<file path="config.mk">
export PLATFORM = sky130hd
export DESIGN_NAME = apb_master_nslv
export DESIGN_NICKNAME = d
export VERILOG_FILES = /design/src/rtl/apb_master_nslv.sv
export SDC_FILE = /design/constraint.sdc
export NUM_CORES = 1
export LEC_CHECK = 0
export ABC_AREA = 1
export CORE_UTILIZATION = 42
export CTS_CLUSTER_DIAMETER = 150
export DETAILED_ROUTE_END_ITERATION = 10
export GPL_TIMING_DRIVEN = 0
export PLACE_DENSITY = 0.79
export SYNTH_ARGS = -nofsm -noshare
export SYNTH_HDL_FRONTEND = slang
export SYNTH_SLANG_ARGS = --single-unit
export TNS_END_PERCENT = 50
</file>
<file path="constraint.sdc">
create_clock -name clk -period 1.7 [get_ports clk]
set_input_delay 0.255 -clock clk [delete_from_list [all_inputs] [get_ports clk]]
set_output_delay 0.255 -clock clk [all_outputs]
set_load 0.05 [all_outputs]
</file>
<file path="src/rtl/apb_master_nslv.sv">
// ----------------------------------------------------------------------------
// apb_master_nslv
//   APB3 requester that turns a transfer/wr_rd command stream into APB
//   accesses on one of NUM_SLV completers.  The completer is picked by the
//   address field addr[SEL_LSB +: SW].  The block supports wait states and
//   back-to-back transfers.  An out-of-range completer index or a wait-state
//   timeout completes with an error response.
//
// Ports
//   clk, reset          rising-edge clock, synchronous active-low reset
//   transfer, wr_rd     command valid / direction (1 = write)
//   addr, wr_data       command address and write data
//   cmd_ready           command accepted when transfer & cmd_ready
//   rsp_valid, rsp_err  one-cycle completion pulse and its error flag
//   rd_data             read data, qualified by rsp_valid, else 0
//   PSEL..PWDATA        APB requester outputs (PSEL one-hot)
//   PRDATA/PREADY/PSLVERR  completer returns, completer i at slice i
// ----------------------------------------------------------------------------
module apb_master_nslv #(
    parameter int ADDR_W  = 9,
    parameter int DATA_W  = 8,
    parameter int NUM_SLV = 2,
    parameter int SEL_LSB = 8,
    parameter int TIMEOUT = 15
) (
    input  logic                      clk,
    input  logic                      reset,
    input  logic                      transfer,
    input  logic                      wr_rd,
    input  logic [ADDR_W-1:0]         addr,
    input  logic [DATA_W-1:0]         wr_data,
    output logic                      cmd_ready,
    output logic                      rsp_valid,
    output logic                      rsp_err,
    output logic [DATA_W-1:0]         rd_data,
    output logic [NUM_SLV-1:0]        PSEL,
    output logic                      PENABLE,
    output logic                      PWRITE,
    output logic [ADDR_W-1:0]         PADDR,
    output logic [DATA_W-1:0]         PWDATA,
    input  logic [NUM_SLV*DATA_W-1:0] PRDATA,
    input  logic [NUM_SLV-1:0]        PREADY,
    input  logic [NUM_SLV-1:0]        PSLVERR
);

    localparam int SW = (NUM_SLV > 1) ? $clog2(NUM_SLV) : 1;

    localparam logic [1:0] ST_IDLE   = 2'd0;
    localparam logic [1:0] ST_SETUP  = 2'd1;
    localparam logic [1:0] ST_ACCESS = 2'd2;
    localparam logic [1:0] ST_DERR   = 2'd3;

    logic [1:0]        state_q,     state_d;
    logic [7:0]        cnt_q,       cnt_d;
    logic [SW-1:0]     cur_q,       cur_d;
    logic [ADDR_W-1:0] paddr_q,     paddr_d;
    logic              pwrite_q,    pwrite_d;
    logic [DATA_W-1:0] pwdata_q,    pwdata_d;
    logic              rsp_valid_q, rsp_valid_d;
    logic              rsp_err_q,   rsp_err_d;
    logic [DATA_W-1:0] rd_data_q,   rd_data_d;

    logic [SW-1:0]      idx;
    logic               bad_idx;
    logic               sel_ready;
    logic               sel_err;
    logic [DATA_W-1:0]  sel_rdata;
    logic [NUM_SLV-1:0] cur_onehot;
    logic               timeout;
    logic               accept;

    assign idx     = addr[SEL_LSB +: SW];
    assign bad_idx = (32'(idx) >= NUM_SLV);

    // Return signals of the currently addressed completer
    always_comb begin
        sel_ready  = 1'b0;
        sel_err    = 1'b0;
        sel_rdata  = '0;
        cur_onehot = '0;
        for (int unsigned i = 0; i < NUM_SLV; i++) begin
            if (32'(cur_q) == i) begin
                sel_ready     = PREADY[i];
                sel_err       = PSLVERR[i];
                sel_rdata     = PRDATA[i*DATA_W +: DATA_W];
                cur_onehot[i] = 1'b1;
            end
        end
    end

    // The TIMEOUT-th consecutive stalled ACCESS cycle aborts the access
    assign timeout = (state_q == ST_ACCESS) && !sel_ready && (cnt_q == 8'(TIMEOUT - 1));

    assign cmd_ready = (state_q == ST_IDLE)
                     | ((state_q == ST_ACCESS) & sel_ready & ~timeout)
                     | (state_q == ST_DERR);
    assign accept    = transfer & cmd_ready;

    always_comb begin
        state_d     = state_q;
        cnt_d       = cnt_q;
        cur_d       = cur_q;
        paddr_d     = paddr_q;
        pwrite_d    = pwrite_q;
        pwdata_d    = pwdata_q;
        rsp_valid_d = 1'b0;
        rsp_err_d   = 1'b0;
        rd_data_d   = '0;

        case (state_q)
            ST_SETUP: begin
                state_d = ST_ACCESS;
                cnt_d   = '0;
            end
            ST_ACCESS: begin
                if (sel_ready) begin
                    state_d     = ST_IDLE;
                    rsp_valid_d = 1'b1;
                    rsp_err_d   = sel_err;
                    if (!pwrite_q && !sel_err) begin
                        rd_data_d = sel_rdata;
                    end
                end else if (timeout) begin
                    state_d     = ST_IDLE;
                    rsp_valid_d = 1'b1;
                    rsp_err_d   = 1'b1;
                end else begin
                    cnt_d = cnt_q + 8'd1;
                end
            end
            ST_DERR: begin
                state_d     = ST_IDLE;
                rsp_valid_d = 1'b1;
                rsp_err_d   = 1'b1;
            end
            default: ;
        endcase

        // A command accepted in the completion cycle overrides the IDLE
        // return, which gives back-to-back transfers without a PSEL gap.
        if (accept) begin
            state_d  = bad_idx ? ST_DERR : ST_SETUP;
            cur_d    = idx;
            paddr_d  = addr;
            pwrite_d = wr_rd;
            pwdata_d = wr_rd ? wr_data : '0;
        end
    end

    always_ff @(posedge clk) begin
        if (!reset) begin
            state_q     <= ST_IDLE;
            cnt_q       <= '0;
            cur_q       <= '0;
            paddr_q     <= '0;
            pwrite_q    <= 1'b0;
            pwdata_q    <= '0;
            rsp_valid_q <= 1'b0;
            rsp_err_q   <= 1'b0;
            rd_data_q   <= '0;
        end else begin
            state_q     <= state_d;
            cnt_q       <= cnt_d;
            cur_q       <= cur_d;
            paddr_q     <= paddr_d;
            pwrite_q    <= pwrite_d;
            pwdata_q    <= pwdata_d;
            rsp_valid_q <= rsp_valid_d;
            rsp_err_q   <= rsp_err_d;
            rd_data_q   <= rd_data_d;
        end
    end

    assign PSEL      = ((state_q == ST_SETUP) || (state_q == ST_ACCESS)) ? cur_onehot : '0;
    assign PENABLE   = (state_q == ST_ACCESS);
    assign PWRITE    = pwrite_q;
    assign PADDR     = paddr_q;
    assign PWDATA    = pwdata_q;
    assign rsp_valid = rsp_valid_q;
    assign rsp_err   = rsp_err_q;
    assign rd_data   = rd_data_q;

endmodule

</file>
==> Word level (Yosys, flattened, before mapping) <==
Index checks and enable logic that the tools add are counted.
{ "word_totals": {"rom_bits": 0, "latch_bits": 0, "ff_bits": 39, "mem_bits_rw": 0, "out_inout_bits": 32, "input_bits": 41, "mem_count": 0, "word_cells": 61} }
{ "classes": {"bitwise": 7, "add_sub_neg": 1, "n_mul": 0, "magnitude_cmp": 0, "n_reduce_logical": 16, "eq_ne": 8, "shifts": 0, "mux": 19, "div_mod_pow": 0} }
{ "ops": {"columns": ["operator", "count"], "rows": [
  ["8-bit two-way mux", 4],
  ["8-bit one-hot mux with 2 select lines", 1],
  ["8-bit by 1-bit adder with 8-bit output (second input constant)", 1],
  ["8-bit by 4-bit equality test with 1-bit output (second input constant)", 1],
  ["1-bit two-way mux", 8],
  ["2-bit two-way mux", 3],
  ["2-bit one-hot mux with 3 select lines", 1],
  ["2-bit equality test (second input constant)", 2],
  ["2-bit inequality test (second input constant)", 2],
  ["4-bit by 1-bit inequality test with 1-bit output (second input constant)", 1],
  ["1-bit one-hot mux with 2 select lines", 2],
  ["2-bit AND reduction", 2],
  ["4-bit AND reduction", 1],
  ["4-bit nonzero test", 1],
  ["1-bit bitwise AND", 3],
  ["1-bit logical AND", 3],
  ["1-bit zero test", 3],
  ["3-bit by 1-bit inequality test with 1-bit output (second input constant)", 1],
  ["3-bit AND reduction", 1],
  ["3-bit nonzero test", 1],
  ["2-bit by 1-bit equality test with 1-bit output (second input constant)", 1],
  ["2-bit zero test", 1],
  ["1-bit NOT", 2],
  ["1-bit OR", 2],
  ["3 further kinds", 3]
]} }

==> Logic depth before layout (Yosys ltp) <==
{ "depth": {"depth_word": 11, "mapped_depth": 10, "depth_no_buf": 10} }

==> Worst setup path before layout <==
Ideal clock, no wire load.
{ "synth_path": {"kind": "flip-flop to flip-flop", "startpoint": "reg state_q[0]", "endpoint": "reg paddr_q[0] (netlist: PADDR[0])", "slack_ns": -0.394, "arrival_time_ns": 1.980, "setup_ns": 0.114, "period_less_slack_ns": 2.094, "stages_incl_launch_ff": 11, "n_path_buf": 1, "t_required_ns": 1.586, "cell_sequence": "dfxtp_1 -> inv_1 -> ha_1 -> inv_1 -> nand2_1 -> o21ai_2 -> nand2_2 -> nand2_4 -> buf_6 -> o21ai_1 -> nor2_1"} }
{ "synth_via": {"elab_chain_cells": 8, "elab_cells_between_ends": 11, "cone_classes": "eq/ne (2); bitwise (6); reduce/logical (3)"} }
{ "synth_rtl": {"columns": ["item", "line", "rtl"], "rows": [
  ["start: declaration", "53", "logic [1:0] state_q, state_d;"],
  ["start signal: assignment", "162", "state_q <= state_d;"],
  ["2-bit equality test *", null, null],
  ["named net PENABLE", "37", "output logic PENABLE,"],
  ["1-bit logical AND (2 in series)", "92", "assign timeout = (state_q == ST_ACCESS) && !sel_ready && (cnt_q == 8'(TIMEOUT - 1));"],
  ["1-bit NOT", "95", "| ((state_q == ST_ACCESS) & sel_ready & ~timeout)"],
  ["1-bit bitwise AND *", "95", null],
  ["1-bit OR *", "95", null],
  ["1-bit OR *", "96", "| (state_q == ST_DERR);"],
  ["named net cmd_ready", "32", "output logic cmd_ready,"],
  ["1-bit bitwise AND *", "97", "assign accept = transfer & cmd_ready;"],
  ["end signal: assignment", "165", "paddr_q <= paddr_d;"],
  ["end: declaration", "56", "logic [ADDR_W-1:0] paddr_q, paddr_d;"]
]} }
Mark *: on every way through the listed nets, which the timed path passes. The rest lies on a longest branch.
A chain may end at the register's enable or synchronous reset.

==> Final worst setup path <==
{ "layout_path": {"startpoint": "reg state_q[0]", "endpoint": "out cmd_ready"} }
{ "layout_via": {"elab_chain_cells": 7, "elab_cells_between_ends": 10, "cone_classes": "eq/ne (2); bitwise (5); reduce/logical (3)"} }
{ "layout_rtl": {"columns": ["item", "line"], "rows": [
  ["2-bit equality test", "92, 95"],
  ["1-bit logical AND (2 in series)", "92"],
  ["1-bit NOT", "95"],
  ["1-bit bitwise AND", "95"],
  ["1-bit OR", "95"],
  ["1-bit OR *", "96"],
  ["end: declaration", "32"]
]} }
Mark *: on every way between the ends. The rest lies on a longest branch, timed or not.

==> impl_metrics.tcl <==
set metrics [dict create \
    grt_pass1_vias 1646 \
    rsz0062_at_grt "true" \
    final_layout_size_suffix_gt1_share_pct 12.23 \
    die_w_um 66.47 \
    yosysUniqueCellTypes 26 \
    cts_resized 36 \
    required_ps 1440 \
    dieArea_um2 4418 \
    finalNonFillerCells 369 \
    grt_use_total_pct 21.51 \
    clk_pin_slew_ps 70 \
    vdd_drop_max_mv 0.6549 \
    fin_skew_ps 3.700 \
    area_growth_pct 52.69 \
    timing.hold.ws_ps 473.0 \
    grt_max_degree 12 \
    cp-start-kind "flop" \
    syn-num-nets 288 \
    grt_overflow 0 \
    power_density_nw_per_um2 951.9 \
    cts.sinks 38 \
    yosys.area_share.simple_pct 33.41 \
    place_hpwl_mm 2.988 \
    maxCapViolations 0 \
    avgRoutedWirePerCell_um 11.46 \
    drt_first_pass_iters 4 \
    drv_slew 0 \
    io_buffers 72 \
    drt-initial-drc-count 123 \
    initial_core_util_pct 43.63 \
    htree_num_levels 2 \
    antenna_found_initial 0 \
    hold_path_class "flop to flop" \
    worstPathArrival_ps 1410 \
    criticalPathCategory "flop to primary output" \
    synth_top_family_by_area "simple AND/OR/NAND/NOR gates" \
    endpoint_kind "primary output" \
    final_nets 367 \
    worst-path-max-fanout 5 \
    ys_ff_latch 38 \
    rows 23 \
    yosys-mux-area-fraction_pct 0 \
    period_minus_slack_ps 1668 \
    cts_setup_buffers 0 \
    cts_root_buf "clkbuf_8" \
    synth_compound_area_share_pct 10.18 \
    synth_fa_ha_area_share_pct 5.018 \
    placed_cell_area_um2 2546 \
    finalHoldViolCount 0 \
    via_count 1738 \
    outcome "complete, no violations" \
    fillers 361 \
    worstSkewPairLatency_ps 290 \
    io-pin-count 73 \
    drcViolationCount 0 \
    slew_headroom_pct 64.61 \
    place_inst 362 \
    gp_congestion 0.7680 \
    multi_input_area_um2 887.1 \
    postSynthAreaPerCell_um2 7.273 \
    antenna_cells 0 \
    final_cell_area_um2 2665 \
    setup_viol 0 \
    ant_nets 0 \
    clock_path_buffers 2 \
    cts_tree "built" \
    syn_inst 240 \
    synth.yosys.seq_area_share_pct 43.58 \
    finalCritPeriodShare_pct 98.13 \
    fmax_mhz 599.5 \
    yosysWarnings 0 \
    synth_xor_area_share_pct 0.5018 \
    worst_slew_pin_slew_ps 530.0 \
    p_leak_uw 0.001319 \
    hold_buffers 0 \
    die_h_um 66.47 \
    r2r_slack_ps 100 \
    mappedNetlistArea_um2 1745 \
    cts_buffers 5 \
    core-area_um2 4000 \
    wl_mm 4.227 \
    grt_pass1_wl_mm 7.072 \
    vias_per_cell 4.710 \
    seq_area_um2 769.5 \
]
[logic make-up (layout without fill, tap and decap cells)]
logic type	Yosys count	after routing
AND/OR/NAND/NOR	133	133
flip-flops	38	38
AO/OA/AOI/OAI	33	33
buffers and inverters	28	107
adder cells (fa/ha/maj)	7	7
XOR/XNOR	1	1
[cell type report]
class	count	share of cell area, %
multi-input cells	174	33.29
repair buffers	72	27.46
well taps	50	2.347
plain buffers	7	1.878
inverters	21	3.192
flip-flops and latches	38	28.87
clock buffers	5	2.582
clock inverters	2	0.3756
[flip-flops by register name, indices dropped and copies added (netlist names)]
signal,flops
PADDR,8
PWDATA,8
cnt_q,8
rd_data,8
state_q,2
PWRITE,1
cur_q,1
rsp_err,1
rsp_valid,1
[stage by stage]
step | worst slack, ps | power, uW | utilization, % | TNS, ps
finish | 31.83 | 2537 | 66.63 | 0
CTS | -44.91 | 2534 | 65.41 | -77.35
global placement | -444.4 | 1945 | 63.65 | -2722
global route | -43.61 | 2682 | 66.63 | -60.33
floorplan | -7.990 | 1639 | - | -7.990
detailed placement | -440.2 | 1955 | 63.65 | -3034
[worst paths after layout]
| check | end | from | cells after the start |
|---|---|---|---|
| min reg2reg | PWDATA[2]$_SDFFE_PN0P_ | PWDATA[2]$_SDFFE_PN0P_ | 2 |
| min | PWDATA[2]$_SDFFE_PN0P_ | PWDATA[2]$_SDFFE_PN0P_ | 2 |
| max reg2reg | cnt_q[6]$_SDFFE_PN0P_ | state_q[0]$_SDFFE_PN0P_ | 8 |
| max | cmd_ready | state_q[0]$_SDFFE_PN0P_ | 7 |
[power by group]
part	total (uW)	switching, uW	internal, uW
logic	945	607	338
clock network	591	315	275
registers	1000	43.5	957
total	2540	966	1570
[layout by cell type (no fill, tap or decap), drive strengths merged]
cell / instances
buf: 7
inv: 20
nand2: 71
clkbuf: 9
ha: 7
nand4: 4
clkinv: 2
clkinvlp: 1
xor2: 1
dfxtp: 38
o21bai: 1
nor3: 1
clkdlybuf4s50: 48
dlygate4sd2: 10
nor2: 35
dlymetal6s2s: 10
nand3: 22
a21oi: 16
o21ai: 15
a211oi: 1
[synth_stat cells]
cell       n  area share [%]
nand2_4    2             1.3
dfxtp_1   38              44
buf_4      2            0.86
o21bai_1   1            0.43
clkinv_1   1            0.21
inv_1     18             3.9
nand2_2    3             1.1
o21ai_0    5             1.4
clkbuf_1   3            0.65
a21oi_1   15             4.3
xor2_1     1            0.50
nand3_1   21             6.0
nor2_4     1            0.65
nor3_1     1            0.29
a21oi_2    1            0.50
o21ai_1    9             2.6
a211oi_1   1            0.43
nand3_4    1             1.0
buf_6      2             1.3
nor2_2     1            0.36
inv_2      2            0.43
nand4_1    4             1.4
ha_1       7             5.0
nand2_1   66              14
o21ai_2    1            0.50
nor2_1    33             7.1
[per-layer routing]
layer  vias to the layer above  track usage (%)  part of all wire, %
li1                        920                -                    -
met1                       760            23.66                   44
met2                        54            37.50                   48
met3                         4            8.219                  6.5
met4                         0            7.447                  1.1
met5                         -                0                    0
[critical path, cell delays in order (launching register included)]
cell	delay, ps
dfxtp_4	370
inv_2	60
ha_4	190
inv_4	80
nand2_1	80
o21ai_2	90
nand2_4	90
buf_8	160
(Power assumes the default switching activity.)
